==> config.mk <==
export PLATFORM = sky130hd
export DESIGN_NAME = alu_arbiter_flat
export DESIGN_NICKNAME = d
export VERILOG_FILES = /design/src/rtl/alu_pkg.sv /design/src/rtl/alu_arbiter_if.sv /design/src/rtl/alu_arbiter_rr_picker.sv /design/src/rtl/alu_arbiter.sv /design/src/flat_wrapper.sv
export SDC_FILE = /design/constraint.sdc
export NUM_CORES = 1
export LEC_CHECK = 0
export ABC_CLOCK_PERIOD_IN_PS = 5250
export CORE_MARGIN = 4
export CORE_UTILIZATION = 30
export CTS_CLUSTER_DIAMETER = 120
export DETAILED_ROUTE_END_ITERATION = 10
export GPL_ROUTABILITY_DRIVEN = 0
export PLACE_DENSITY_LB_ADDON = 0.2
export SYNTH_ARGS = -nofsm -noshare
export SYNTH_HDL_FRONTEND = slang
export SYNTH_SLANG_ARGS = --single-unit
export TNS_END_PERCENT = 10
==> constraint.sdc <==
create_clock -name clock -period 5.25 [get_ports clock]
set_clock_uncertainty 0.2 [all_clocks]
set_input_delay 1.05 -clock clock [delete_from_list [all_inputs] [get_ports clock]]
set_output_delay 1.05 -clock clock [all_outputs]
set_load 0.01 [all_outputs]
==> src/rtl/alu_pkg.sv <==
// alu_pkg: shared constants and FSM encoding for the ALU arbiter.
// Opcodes follow the external ALU's 3-bit control encoding.
package alu_pkg;

   localparam int DEFAULT_WIDTH = 16;

   localparam logic [2:0] ALU_AND = 3'd0;
   localparam logic [2:0] ALU_OR  = 3'd1;
   localparam logic [2:0] ALU_ADD = 3'd2;
   localparam logic [2:0] ALU_SUB = 3'd3;
   localparam logic [2:0] ALU_SLL = 3'd4;
   localparam logic [2:0] ALU_SRL = 3'd5;
   localparam logic [2:0] ALU_SRA = 3'd6;
   localparam logic [2:0] ALU_SLT = 3'd7;

   typedef enum logic [1:0] {
      ST_IDLE = 2'd0,
      ST_EXEC = 2'd1,
      ST_RESP = 2'd2
   } state_e;

endpackage

==> src/rtl/alu_arbiter_if.sv <==
// alu_arbiter_if: requester, response and ALU-side signals of alu_arbiter, plus FSM debug view.
// Handshake: a transfer happens on the rising clock edge where valid[i] and ready[i] are both high.
interface alu_arbiter_if #(
   parameter int NREQ  = 4,
   parameter int WIDTH = alu_pkg::DEFAULT_WIDTH
);
   localparam int PTR_W = $clog2(NREQ);

   logic [NREQ-1:0]       reqValid;
   logic [NREQ-1:0]       reqReady;
   logic [NREQ*WIDTH-1:0] reqIn1;
   logic [NREQ*WIDTH-1:0] reqIn2;
   logic [NREQ*3-1:0]     reqOp;
   logic [NREQ-1:0]       reqLock;
   logic [NREQ-1:0]       rspValid;
   logic [NREQ-1:0]       rspReady;
   logic [WIDTH-1:0]      rspResult;
   logic                  rspZero;
   logic [WIDTH-1:0]      aluIn1;
   logic [WIDTH-1:0]      aluIn2;
   logic [2:0]            aluControl;
   logic [WIDTH-1:0]      aluResult;
   logic                  aluIsZero;
   alu_pkg::state_e       dbg_state;
   logic [PTR_W-1:0]      dbg_ptr;

   modport slave (
      input  reqValid, reqIn1, reqIn2, reqOp, reqLock, rspReady, aluResult, aluIsZero,
      output reqReady, rspValid, rspResult, rspZero, aluIn1, aluIn2, aluControl,
             dbg_state, dbg_ptr
   );

   modport master (
      output reqValid, reqIn1, reqIn2, reqOp, reqLock, rspReady, aluResult, aluIsZero,
      input  reqReady, rspValid, rspResult, rspZero, aluIn1, aluIn2, aluControl,
             dbg_state, dbg_ptr
   );

endinterface

==> src/rtl/alu_arbiter_rr_picker.sv <==
// rr_picker: combinational rotate-priority selector; first set bit at or above ptr, wrapping.
// Produces both a one-hot grant and its binary index.
module rr_picker #(
   parameter int NREQ  = 4,
   parameter int PTR_W = $clog2(NREQ)
) (
   input  logic [NREQ-1:0]  req,
   input  logic [PTR_W-1:0] ptr,
   output logic [NREQ-1:0]  grant,
   output logic [PTR_W-1:0] idx,
   output logic             any
);

   logic [PTR_W-1:0] sel;

   always_comb begin
      grant = '0;
      idx   = '0;
      any   = 1'b0;
      sel   = '0;
      for (int k = 0; k < NREQ; k++) begin
         sel = PTR_W'((int'(ptr) + k) % NREQ);
         if (!any && req[sel]) begin
            any        = 1'b1;
            idx        = sel;
            grant[sel] = 1'b1;
         end
      end
   end

endmodule

==> src/rtl/alu_arbiter.sv <==
// alu_arbiter: shares one external ALU among NREQ requesters, IDLE -> EXEC -> RESP per op.
// Optional macro ALU_ARB_LOCK_EN: reqLock keeps the grant on one requester across several ops.
module alu_arbiter
   import alu_pkg::*;
#(
   parameter int NREQ  = 4,
   parameter int WIDTH = DEFAULT_WIDTH
) (
   input logic          clock,
   input logic          resetN,
   alu_arbiter_if.slave bus
);

   localparam int PTR_W = $clog2(NREQ);

   state_e           state_q, state_d;
   logic [PTR_W-1:0] ptr_q, ptr_d;
   logic [PTR_W-1:0] g_q, g_d;
   logic [WIDTH-1:0] in1_q, in1_d;
   logic [WIDTH-1:0] in2_q, in2_d;
   logic [2:0]       op_q, op_d;
   logic [WIDTH-1:0] result_q, result_d;
   logic             zero_q, zero_d;

   logic [NREQ-1:0]  eligible;
   logic [NREQ-1:0]  pick_grant;
   logic [PTR_W-1:0] pick_idx;
   logic             pick_any;
   logic [NREQ-1:0]  g_onehot;
   logic [PTR_W-1:0] next_ptr;

   always_comb begin
      g_onehot      = '0;
      g_onehot[g_q] = 1'b1;
   end

   assign next_ptr = (g_q == PTR_W'(NREQ - 1)) ? '0 : g_q + 1'b1;

`ifdef ALU_ARB_LOCK_EN
   logic lock_q, lock_d;
   // While locked only the holder may win; ptr already points at it.
   assign eligible = lock_q ? (bus.reqValid & g_onehot) : bus.reqValid;
`else
   logic unused_lock;
   assign unused_lock = ^bus.reqLock;
   assign eligible    = bus.reqValid;
`endif

   rr_picker #(.NREQ(NREQ), .PTR_W(PTR_W)) u_picker (
      .req   (eligible),
      .ptr   (ptr_q),
      .grant (pick_grant),
      .idx   (pick_idx),
      .any   (pick_any)
   );

   always_comb begin
      state_d  = state_q;
      ptr_d    = ptr_q;
      g_d      = g_q;
      in1_d    = in1_q;
      in2_d    = in2_q;
      op_d     = op_q;
      result_d = result_q;
      zero_d   = zero_q;
`ifdef ALU_ARB_LOCK_EN
      lock_d   = lock_q;
`endif
      case (state_q)
         ST_IDLE: begin
`ifdef ALU_ARB_LOCK_EN
            if (lock_q && !bus.reqLock[g_q]) lock_d = 1'b0;
`endif
            if (pick_any) begin
               in1_d   = bus.reqIn1[int'(pick_idx)*WIDTH +: WIDTH];
               in2_d   = bus.reqIn2[int'(pick_idx)*WIDTH +: WIDTH];
               op_d    = bus.reqOp[int'(pick_idx)*3 +: 3];
               g_d     = pick_idx;
               state_d = ST_EXEC;
`ifdef ALU_ARB_LOCK_EN
               lock_d  = bus.reqLock[pick_idx];
`endif
            end
         end
         ST_EXEC: begin
            result_d = bus.aluResult;
            zero_d   = bus.aluIsZero;
            state_d  = ST_RESP;
         end
         ST_RESP: begin
            if (bus.rspReady[g_q]) begin
               state_d = ST_IDLE;
               ptr_d   = next_ptr;
`ifdef ALU_ARB_LOCK_EN
               if (lock_q) ptr_d = g_q;
`endif
            end
         end
         default: state_d = ST_IDLE;
      endcase
   end

   always_ff @(posedge clock or negedge resetN) begin
      if (!resetN) begin
         state_q  <= ST_IDLE;
         ptr_q    <= '0;
         g_q      <= '0;
         in1_q    <= '0;
         in2_q    <= '0;
         op_q     <= '0;
         result_q <= '0;
         zero_q   <= 1'b0;
      end else begin
         state_q  <= state_d;
         ptr_q    <= ptr_d;
         g_q      <= g_d;
         in1_q    <= in1_d;
         in2_q    <= in2_d;
         op_q     <= op_d;
         result_q <= result_d;
         zero_q   <= zero_d;
      end
   end

`ifdef ALU_ARB_LOCK_EN
   always_ff @(posedge clock or negedge resetN) begin
      if (!resetN) lock_q <= 1'b0;
      else         lock_q <= lock_d;
   end
`endif

   // reqReady is gated by resetN so it reads zero while reset is held.
   assign bus.reqReady   = (state_q == ST_IDLE && resetN) ? pick_grant : '0;
   assign bus.rspValid   = (state_q == ST_RESP) ? g_onehot : '0;
   assign bus.rspResult  = result_q;
   assign bus.rspZero    = zero_q;
   assign bus.aluIn1     = in1_q;
   assign bus.aluIn2     = in2_q;
   assign bus.aluControl = op_q;
   assign bus.dbg_state  = state_q;
   assign bus.dbg_ptr    = ptr_q;

endmodule
==> src/flat_wrapper.sv <==
// flat-port wrapper written by rule: the top's interface ports become plain ports
module alu_arbiter_flat import alu_pkg::*;
#(
   parameter int NREQ  = 4,
   parameter int WIDTH = DEFAULT_WIDTH
)
  (clock, resetN, bus_reqValid, bus_reqIn1, bus_reqIn2, bus_reqOp, bus_reqLock, bus_rspReady, bus_aluResult, bus_aluIsZero, bus_reqReady, bus_rspValid, bus_rspResult, bus_rspZero, bus_aluIn1, bus_aluIn2, bus_aluControl, bus_dbg_state, bus_dbg_ptr);
  alu_arbiter_if #(.NREQ(NREQ), .WIDTH(WIDTH)) bus_i ();
  input logic clock;
  input logic resetN;
  input wire logic [$bits(bus_i.reqValid)-1:0] bus_reqValid;
  input wire logic [$bits(bus_i.reqIn1)-1:0] bus_reqIn1;
  input wire logic [$bits(bus_i.reqIn2)-1:0] bus_reqIn2;
  input wire logic [$bits(bus_i.reqOp)-1:0] bus_reqOp;
  input wire logic [$bits(bus_i.reqLock)-1:0] bus_reqLock;
  input wire logic [$bits(bus_i.rspReady)-1:0] bus_rspReady;
  input wire logic [$bits(bus_i.aluResult)-1:0] bus_aluResult;
  input wire logic [$bits(bus_i.aluIsZero)-1:0] bus_aluIsZero;
  output wire logic [$bits(bus_i.reqReady)-1:0] bus_reqReady;
  output wire logic [$bits(bus_i.rspValid)-1:0] bus_rspValid;
  output wire logic [$bits(bus_i.rspResult)-1:0] bus_rspResult;
  output wire logic [$bits(bus_i.rspZero)-1:0] bus_rspZero;
  output wire logic [$bits(bus_i.aluIn1)-1:0] bus_aluIn1;
  output wire logic [$bits(bus_i.aluIn2)-1:0] bus_aluIn2;
  output wire logic [$bits(bus_i.aluControl)-1:0] bus_aluControl;
  output wire logic [$bits(bus_i.dbg_state)-1:0] bus_dbg_state;
  output wire logic [$bits(bus_i.dbg_ptr)-1:0] bus_dbg_ptr;
  assign bus_i.reqValid = bus_reqValid;
  assign bus_i.reqIn1 = bus_reqIn1;
  assign bus_i.reqIn2 = bus_reqIn2;
  assign bus_i.reqOp = bus_reqOp;
  assign bus_i.reqLock = bus_reqLock;
  assign bus_i.rspReady = bus_rspReady;
  assign bus_i.aluResult = bus_aluResult;
  assign bus_i.aluIsZero = bus_aluIsZero;
  assign bus_reqReady = bus_i.reqReady;
  assign bus_rspValid = bus_i.rspValid;
  assign bus_rspResult = bus_i.rspResult;
  assign bus_rspZero = bus_i.rspZero;
  assign bus_aluIn1 = bus_i.aluIn1;
  assign bus_aluIn2 = bus_i.aluIn2;
  assign bus_aluControl = bus_i.aluControl;
  assign bus_dbg_state = bus_i.dbg_state;
  assign bus_dbg_ptr = bus_i.dbg_ptr;
  alu_arbiter #(.NREQ(NREQ), .WIDTH(WIDTH)) u_core (.clock(clock), .resetN(resetN), .bus(bus_i));
endmodule
======== Word-level counts from Yosys, hierarchy flattened ========
Cells that the tools add are included.
storage, ports and cells
  memory bits (writable) .................. 0
  bits in latches ......................... 0
  output and inout bits ................... 64
  flip-flop bits (word level) ............. 58
  memories kept ........................... 0
  input port bits ......................... 171
  logic and storage cells ................. 88
  bits in read-only memories .............. 0
cells by class
  multiplexer cells ....................... 38
  shift operators ......................... 3
  $mul .................................... 1
  $lt $le $gt $ge ......................... 10
  divide/modulo/power cells ............... 0
  equality and inequality tests ........... 5
  add/subtract/negate cells ............... 4
  reductions and logical operators ........ 16
  bitwise gates (word level) .............. 3
operator list
  kind                   count
  $shiftx A64 B7 Y16     2
  $shiftx A12 B32 Y3     1
  $mux W4                6
  $lt A2 B3 Y1 const B   5
  $mux W1                14
  $mux W2                7
  $or A4 B4 Y4           3
  $bmux W1 S2            5
  $demux W1 S2           5
  $ge A2 B1 Y1 const B   5
  $logic_and A1 B1 Y1    9
  $pmux W2 S3            1
  $reduce_and A2 Y1      3
  $add A2 B1 Y2 const B  2
  $add A2 B2 Y2 const B  2
  $eq A2 B2 Y1 const B   2
  $mul A2 B2 Y4 const B  1
  $ne A2 B1 Y1 const B   2
  $logic_not A1 Y1       3
  $eq A2 B1 Y1 const B   1
  $logic_not A2 Y1       1

======== Longest topological paths before layout ========
Gate-level depths: netlist of the first run.
  depth in word-level cells ............... 14
  depth in mapped cells ................... 11

======== Cells and area by module ========
Synthesis of the first run repeated with hierarchy kept, for this count alone.
unflattened totals
  cells, all modules ...................... 231
  area total of the unflattened synthesis .. 3723.6 µm²
by module, submodules not included
  module       times used  cells each  area an instance (µm²)  sequential area each (µm²)
  alu_arbiter  1           186         3301.9                  1451.4
  rr_picker    1           45          421.7                   0.0

======== Least setup slack after synthesis of the first run ========
Ideal clock, no wire load.
  path kind ............................... input -> output
  from .................................... input port bus_reqValid[3]
  to ...................................... output port bus_reqReady[0]
  arrival time ............................ 2.416 ns
  setup slack ............................. 1.584 ns
  stages on the path ...................... 6
  required time ........................... 4.000 ns
  cell sequence ........................... mux4_2 -> buf_2 -> or3_4 -> nor2_8 -> a221oi_1 -> nor2_1
between the ends
  word-level cells in the longest chain between the ends .. 13
  elaborated cells between the ends (all ways) .. 25
  classes of those cells .................. 16 x mux; 3 x bitwise; 6 x reduce/logical
RTL lines
  item                           RTL line                     text
  start: declaration             flat_wrapper.sv:11           input wire logic [$bits(bus_i.reqValid)-1:0] bus_reqValid;
  $bmux W1 S2                    alu_arbiter_rr_picker.sv:23  if (!any && req[sel]) begin
  $mux W1 (implied by the code)  alu_arbiter_rr_picker.sv:23
  $mux W1                        alu_arbiter_rr_picker.sv:23
  $logic_not A1 Y1               alu_arbiter_rr_picker.sv:23
  $logic_and A1 B1 Y1            alu_arbiter_rr_picker.sv:23
  $mux W1                        alu_arbiter_rr_picker.sv:23
  $logic_not A1 Y1               alu_arbiter_rr_picker.sv:23
  $logic_and A1 B1 Y1            alu_arbiter_rr_picker.sv:23
  $mux W1                        alu_arbiter_rr_picker.sv:23
  $logic_not A1 Y1               alu_arbiter_rr_picker.sv:23
  $logic_and A1 B1 Y1            alu_arbiter_rr_picker.sv:23
  $mux W4 *                      alu_arbiter_rr_picker.sv:23
  $mux W4 *                      alu_arbiter.sv:133           assign bus.reqReady = (state_q == ST_IDLE && resetN) ? pick_grant : '0;
  end: declaration               flat_wrapper.sv:19           output wire logic [$bits(bus_i.reqReady)-1:0] bus_reqReady;
Mark *: on every way between the ends. The rest lies on a longest branch, timed or not. The select of a mux whose other input is x is not followed.

======== Worst setup path in the final report of the first run ========
  from .................................... input port bus_reqValid[0]
  to ...................................... output port bus_reqReady[3]
The elaborated chain is that of the path after synthesis.

==> run metrics, run 1 <==
outcome=finished clean; async set-or-reset flop fraction in the synthesized netlist=1.00; filler instances=1041; share of the synthesized area in the top cell type=0.400; Min-Delay Path Depth=2; max frequency=202 MHz; Setup Total Neg Slack=0 ps; number of CTS-inserted buffers=9; hold endpoint=u_core.bus.aluIn1[13]; drc violations=0; drt initial violations=114; H-Tree Depth=3; Buffers on Ports=230; Critical Path RT=4000 ps; largest net degree at the start of global routing=59; # setup viols final=0; syn avg cell area=11.5 um2; cell depth of the worst flop-to-flop path=9; Seq/Total Area, Yosys=0.400; Worst path max stage delay=700 ps; layout cells sized above 1=0.110; routed length per instance=18.5 um; Hold-fix buffers, CTS=0; CP Max Fanout=8; Hold WS=283 ps; TritonRoute pass-1 iters=4; antenna violations before repair=1; Max Used Layer=met5; number of synthesized register bits=58; Netlist cell types=32; Post-synth EDFFs=0; DP Area=0.00604 mm2; Hold Fails Final Rpt=0; IR Drop Worst-Case VDD=0.316 mV; via count=3486; HP Start=u_core.bus.aluIn1[13]; Mapped Area=0.00363 mm2; cell area power density=608 mW/mm2; PostCTS Resize Cnt=0; Nets=722; Total Routing Usage GR=0.182; Syn Nets=498; Tmin final=4950 ps; wire length on met1=4830 um; Post-Synthesis Cells=316; worst path bufs/invs=2; die area=0.0139 mm2; Leak Pwr=2.63 nW; top cells by area, synth=dfrtp_1, mux2i_1, mux2_2; total length of routed met2 wires=6400 um; number of global-route vias before repair=3714; Tightest Pin Transition=1070 ps; critical path startpoint category=input port; Critical Path End Type=primary output; Post CTS Setup Buffer Count=0; initial core utilization=0.312; first-pass GRT wire length=20100 um; worst hold path class=reg -> reg; slowest CP cell=mux4_1; Root Driver=clkbuf_16; n_diodes=0; commonest cells in the netlist=mux2i_1, dfrtp_1, nand2_1, o221ai_1, mux2_2; Die Y=118 um; Area growth syn-to-layout=73.8%; total power=3.83 mW; clock tree sinks=58; met3 WL=1240 um; slew margin rel.=0.287; Reg2Reg Setup Slack=990 ps; core area=0.0116 mm2; fin area=0.00631 mm2; CTS clock-pin slew for the worst setup and hold paths=50 ps; Reg area=0.00145 mm2; Primary FF master, synth=dfrtp_1; Routed Antenna Nets=0; Post-DP HPWL=9870 um; worst r2r dst=u_core.bus.aluIn2[10]; cell taking the most area after synthesis=dfrtp_1; CTS tree=built; Ys Warns=0; I/O Pins=235; total grt overflow=0; multi-input logic area=0.00202 mm2; Tcrit/Tclk final=0.942; Via density=5.07; clk buf depth=2; CP top delay family=buffers and inverters; Clk Latency, worst-skew pair=320 ps; worst path cell trace=clkdlybuf4s50_1, mux4_1, nor2b_1, a22oi_1, nor2_1, a221oi_1, nor2_1, clkdlybuf4s50_1; Critical R2R Launch=u_core.bus.dbg_ptr[0]; die span in x=118 um; RSZ-0062 raised after global routing=false; Worst EP arrival=3700 ps; Site Rows=39; CP Class=in -> out; MaxCap Viol Count=0; Routed WL=12700 um; Slew Limit Fails=0; most common cell in the netlist=mux2i_1
==> area by class of cell <==
class,instances,share of cell area
Timing Repair Buffer,236,0.373
Multi-Input combinational cell,227,0.320
Sequential cell,58,0.230
Clock buffer,12,0.0407
Tap cell,143,0.0284
Inverter,8,0.00476
Clock inverter,3,0.00238
==> power breakdown <==
| part | total, mW | switching [mW] | internal (mW) |
|---|---|---|---|
| clock network | 0.540 | 0.201 | 0.340 |
| logic | 2.45 | 1.19 | 1.26 |
| registers | 0.845 | 0.157 | 0.688 |
| total | 3.83 | 1.55 | 2.28 |
==> metal layers <==
metal  vias to the layer above  GRT usage
met5                         -          0
met4                         2     0.0571
met1                      1683      0.203
met2                       148      0.310
met3                        13     0.0822
li1                       1640          -
==> cells in the final DEF, fill, tap and decap left out <==
master,n
inv_1,8
nand2b_1,2
clkbuf_8,2
o31ai_1,1
a22oi_1,4
nor2b_1,2
mux2_2,19
nand2_1,41
o22ai_1,1
nand2_2,1
or2_2,1
ha_1,11
clkdlybuf4s50_1,229
mux4_1,2
buf_12,1
a21oi_1,2
clkbuf_16,9
dfrtp_1,58
nor2_8,1
a221oi_1,4
o21ai_0,4
nor3_1,2
o221ai_1,24
o21ai_4,2
or3_4,1
o31a_1,1
clkinv_2,3
buf_2,1
buf_4,5
a211oi_1,1
o221ai_2,11
nor2_1,10
mux2i_1,72
mux4_2,3
and2_1,4
clkbuf_1,1
==> worst max path at each step <==
stage,startpoint,slack [ps],cells past startpoint,endpoint
floorplan,bus_reqValid[3],1580,6,bus_reqReady[0]
global placement,bus_reqValid[0],500,7,bus_reqReady[0]
detailed placement,bus_reqValid[0],360,8,bus_reqReady[1]
CTS,bus_reqValid[0],360,8,bus_reqReady[1]
global route,bus_reqValid[0],110,8,bus_reqReady[3]
finish,bus_reqValid[0],300,8,bus_reqReady[3]
==> registers in the layout, indices dropped and copies added (netlist names) <==
name,count
u_core.g_q,2
u_core.bus.rspResult,16
u_core.bus.aluIn2,16
u_core.bus.aluIn1,16
u_core.bus.dbg_state,2
u_core.bus.dbg_ptr,2
u_core.bus.rspZero,1
u_core.bus.aluControl,3
==> logic make-up after synthesis <==
family | share of synthesized area
AND/OR/NAND/NOR | 0.0814
adder cells (fa/ha/maj) | 0.0379
AO/OA/AOI/OAI | 0.141
flip-flops | 0.400
buffers and inverters | 0.0493
multiplexers | 0.291
==> metrics by stage <==
stage                     instances  setup WS [ps]  utilization
final                           687            303        0.543
after global routing            687            109        0.543
after CTS                       687            361        0.543
after detailed placement        672            359        0.520
after global placement          672            497        0.520
after floorplan                 316           1580            -
==> worst register-to-register path, cell delays in order (launching register included) <==
cell and delay [ps]:
dfrtp_1 750, inv_1 210, ha_1 450, mux4_1 460
nor2b_1 450, o21ai_0 270, o21ai_4 470, buf_4 450
mux2i_1 260, o221ai_1 140
Power figures use the tool's default switching activity.
==> run 2: changes to the inputs <==
--- a/config.mk
+++ b/config.mk
@@ -12,6 +12,7 @@
 export DETAILED_ROUTE_END_ITERATION = 10
 export GPL_ROUTABILITY_DRIVEN = 0
 export PLACE_DENSITY_LB_ADDON = 0.2
+export REMOVE_ABC_BUFFERS = 1
 export SYNTH_ARGS = -nofsm -noshare
 export SYNTH_HDL_FRONTEND = slang
 export SYNTH_SLANG_ARGS = --single-unit
==> run 2 against run 1 <==
Effect of this change:
- hold slack better by 2.1 ps
- combinational power about the same
- final area grew 1.1%
- fmax rose by 2.5%
- critical path type unchanged
==> run metrics, run 2 (same netlist as run 1, synthesis figures left out) <==
Buffers on Ports=230; worst setup margin=425 ps; filler instances=1021; drc violations=0; die area=0.0139 mm2; n_diodes=0; I/O Pins=235; fin cells=687; post-layout util=0.549; CP Max Fanout=8; drt initial violations=125; Routed Antenna Nets=0; critical path startpoint category=input port; first-pass GRT wire length=20100 um; Critical Path End Type=primary output; core area=0.0116 mm2; Leak Pwr=2.65 nW; CP Class=in -> out; Total Routing Usage GR=0.181; via count=3400; Critical Path RT=4000 ps; total grt overflow=0; largest net degree at the start of global routing=59; # setup viols final=0; worst hold path class=reg -> reg; Tmin final=4820 ps; most common library cell in the layout ignoring fill and taps=clkdlybuf4s50_1; cell area power density=620 mW/mm2; H-Tree Depth=3; Tcrit/Tclk final=0.919; placed cells=671; Post-DP HPWL=9700 um; Worst EP arrival=3570 ps; Root Driver=clkbuf_16; Hold-fix buffers, CTS=0; CTS tree=built; MaxCap Viol Count=0; total power=3.96 mW; Site Rows=39; max frequency=207 MHz; Slew Limit Fails=0; initial core utilization=0.312; TritonRoute pass-1 iters=4; CTS clock-pin slew for the worst setup and hold paths=50 ps; Post CTS Setup Buffer Count=0; number of global-route vias before repair=3724; antenna violations before repair=0; Die Y=118 um; most frequent cells in the layout=clkdlybuf4s50_1, mux2i_1, dfrtp_1, nand2_1, o221ai_1; PostCTS Resize Cnt=0; die span in x=118 um; clock tree sinks=58; Hold WS=285 ps; number of CTS-inserted buffers=9; clk buf depth=2; dpl ws=433 ps; Nets=721; Via density=4.95; Tightest Pin Transition=906 ps; outcome=finished clean; Area growth syn-to-layout=75.8%; Hold Fails Final Rpt=0; RSZ-0062 raised after global routing=false; Clk Latency, worst-skew pair=320 ps; Routed WL=12600 um; layout cells sized above 1=0.112; IR Drop Worst-Case VDD=0.364 mV; routed length per instance=18.3 um; slew margin rel.=0.396
[run 2: area by class of cell]
type	instances	area [um2]	share of cell area
timing repair buffer	235	2350	0.368
multi-input combinational	227	2020	0.317
sequential	58	1450	0.228
clock buffer	9	225	0.0353
tap	143	179	0.0281
clock inverter	7	125	0.0196
inverter	8	30.0	0.00471
[run 2: final timing paths]
kind / from / to / slack [ps] / cells after the start
setup / recovery: bus_reqValid[0] / bus_reqReady[3] / 430 / 8
hold / removal: u_core.bus.aluIn1[7] / u_core.bus.aluIn1[7] / 280 / 2
setup reg to reg: u_core.bus.dbg_ptr[0] / u_core.bus.aluIn2[1] / 1160 / 8
hold reg to reg: u_core.bus.aluIn1[7] / u_core.bus.aluIn1[7] / 280 / 2
max in group asynchronous: resetN / u_core.bus.aluIn1[13] / 3590 / 2
min in group asynchronous: resetN / u_core.bus.aluIn2[7] / 740 / 2
[run 2: worst max-delay path: stages]
cell and delay [ps]:
clkdlybuf4s50_1 510, mux4_1 690, nor2b_1 380, a22oi_1 120, nor2_1 120, a221oi_1 60, nor2_1 100, clkdlybuf4s50_1 540
[run 2: power breakdown]
group	switching [mW]	total, mW	internal (mW)
sequential	0.159	0.847	0.688
clock	0.220	0.688	0.467
combinational	1.18	2.42	1.24
[run 2: per-layer routing]
layer,global-route usage,vias up,share of wire
met5,0,-,0
met4,0.0608,0,0.021
met3,0.0610,17,0.069
met2,0.326,134,0.53
met1,0.199,1617,0.38
li1,-,1632,-
[run 2: metrics by stage]
stage               setup TNS, ps  instance area [um2]
floorplan                 -161380                 3480
global placement                0                 6030
detailed placement              0                 6030
CTS                             0                 6380
global route                    0                 6380
finish                          0                 6380
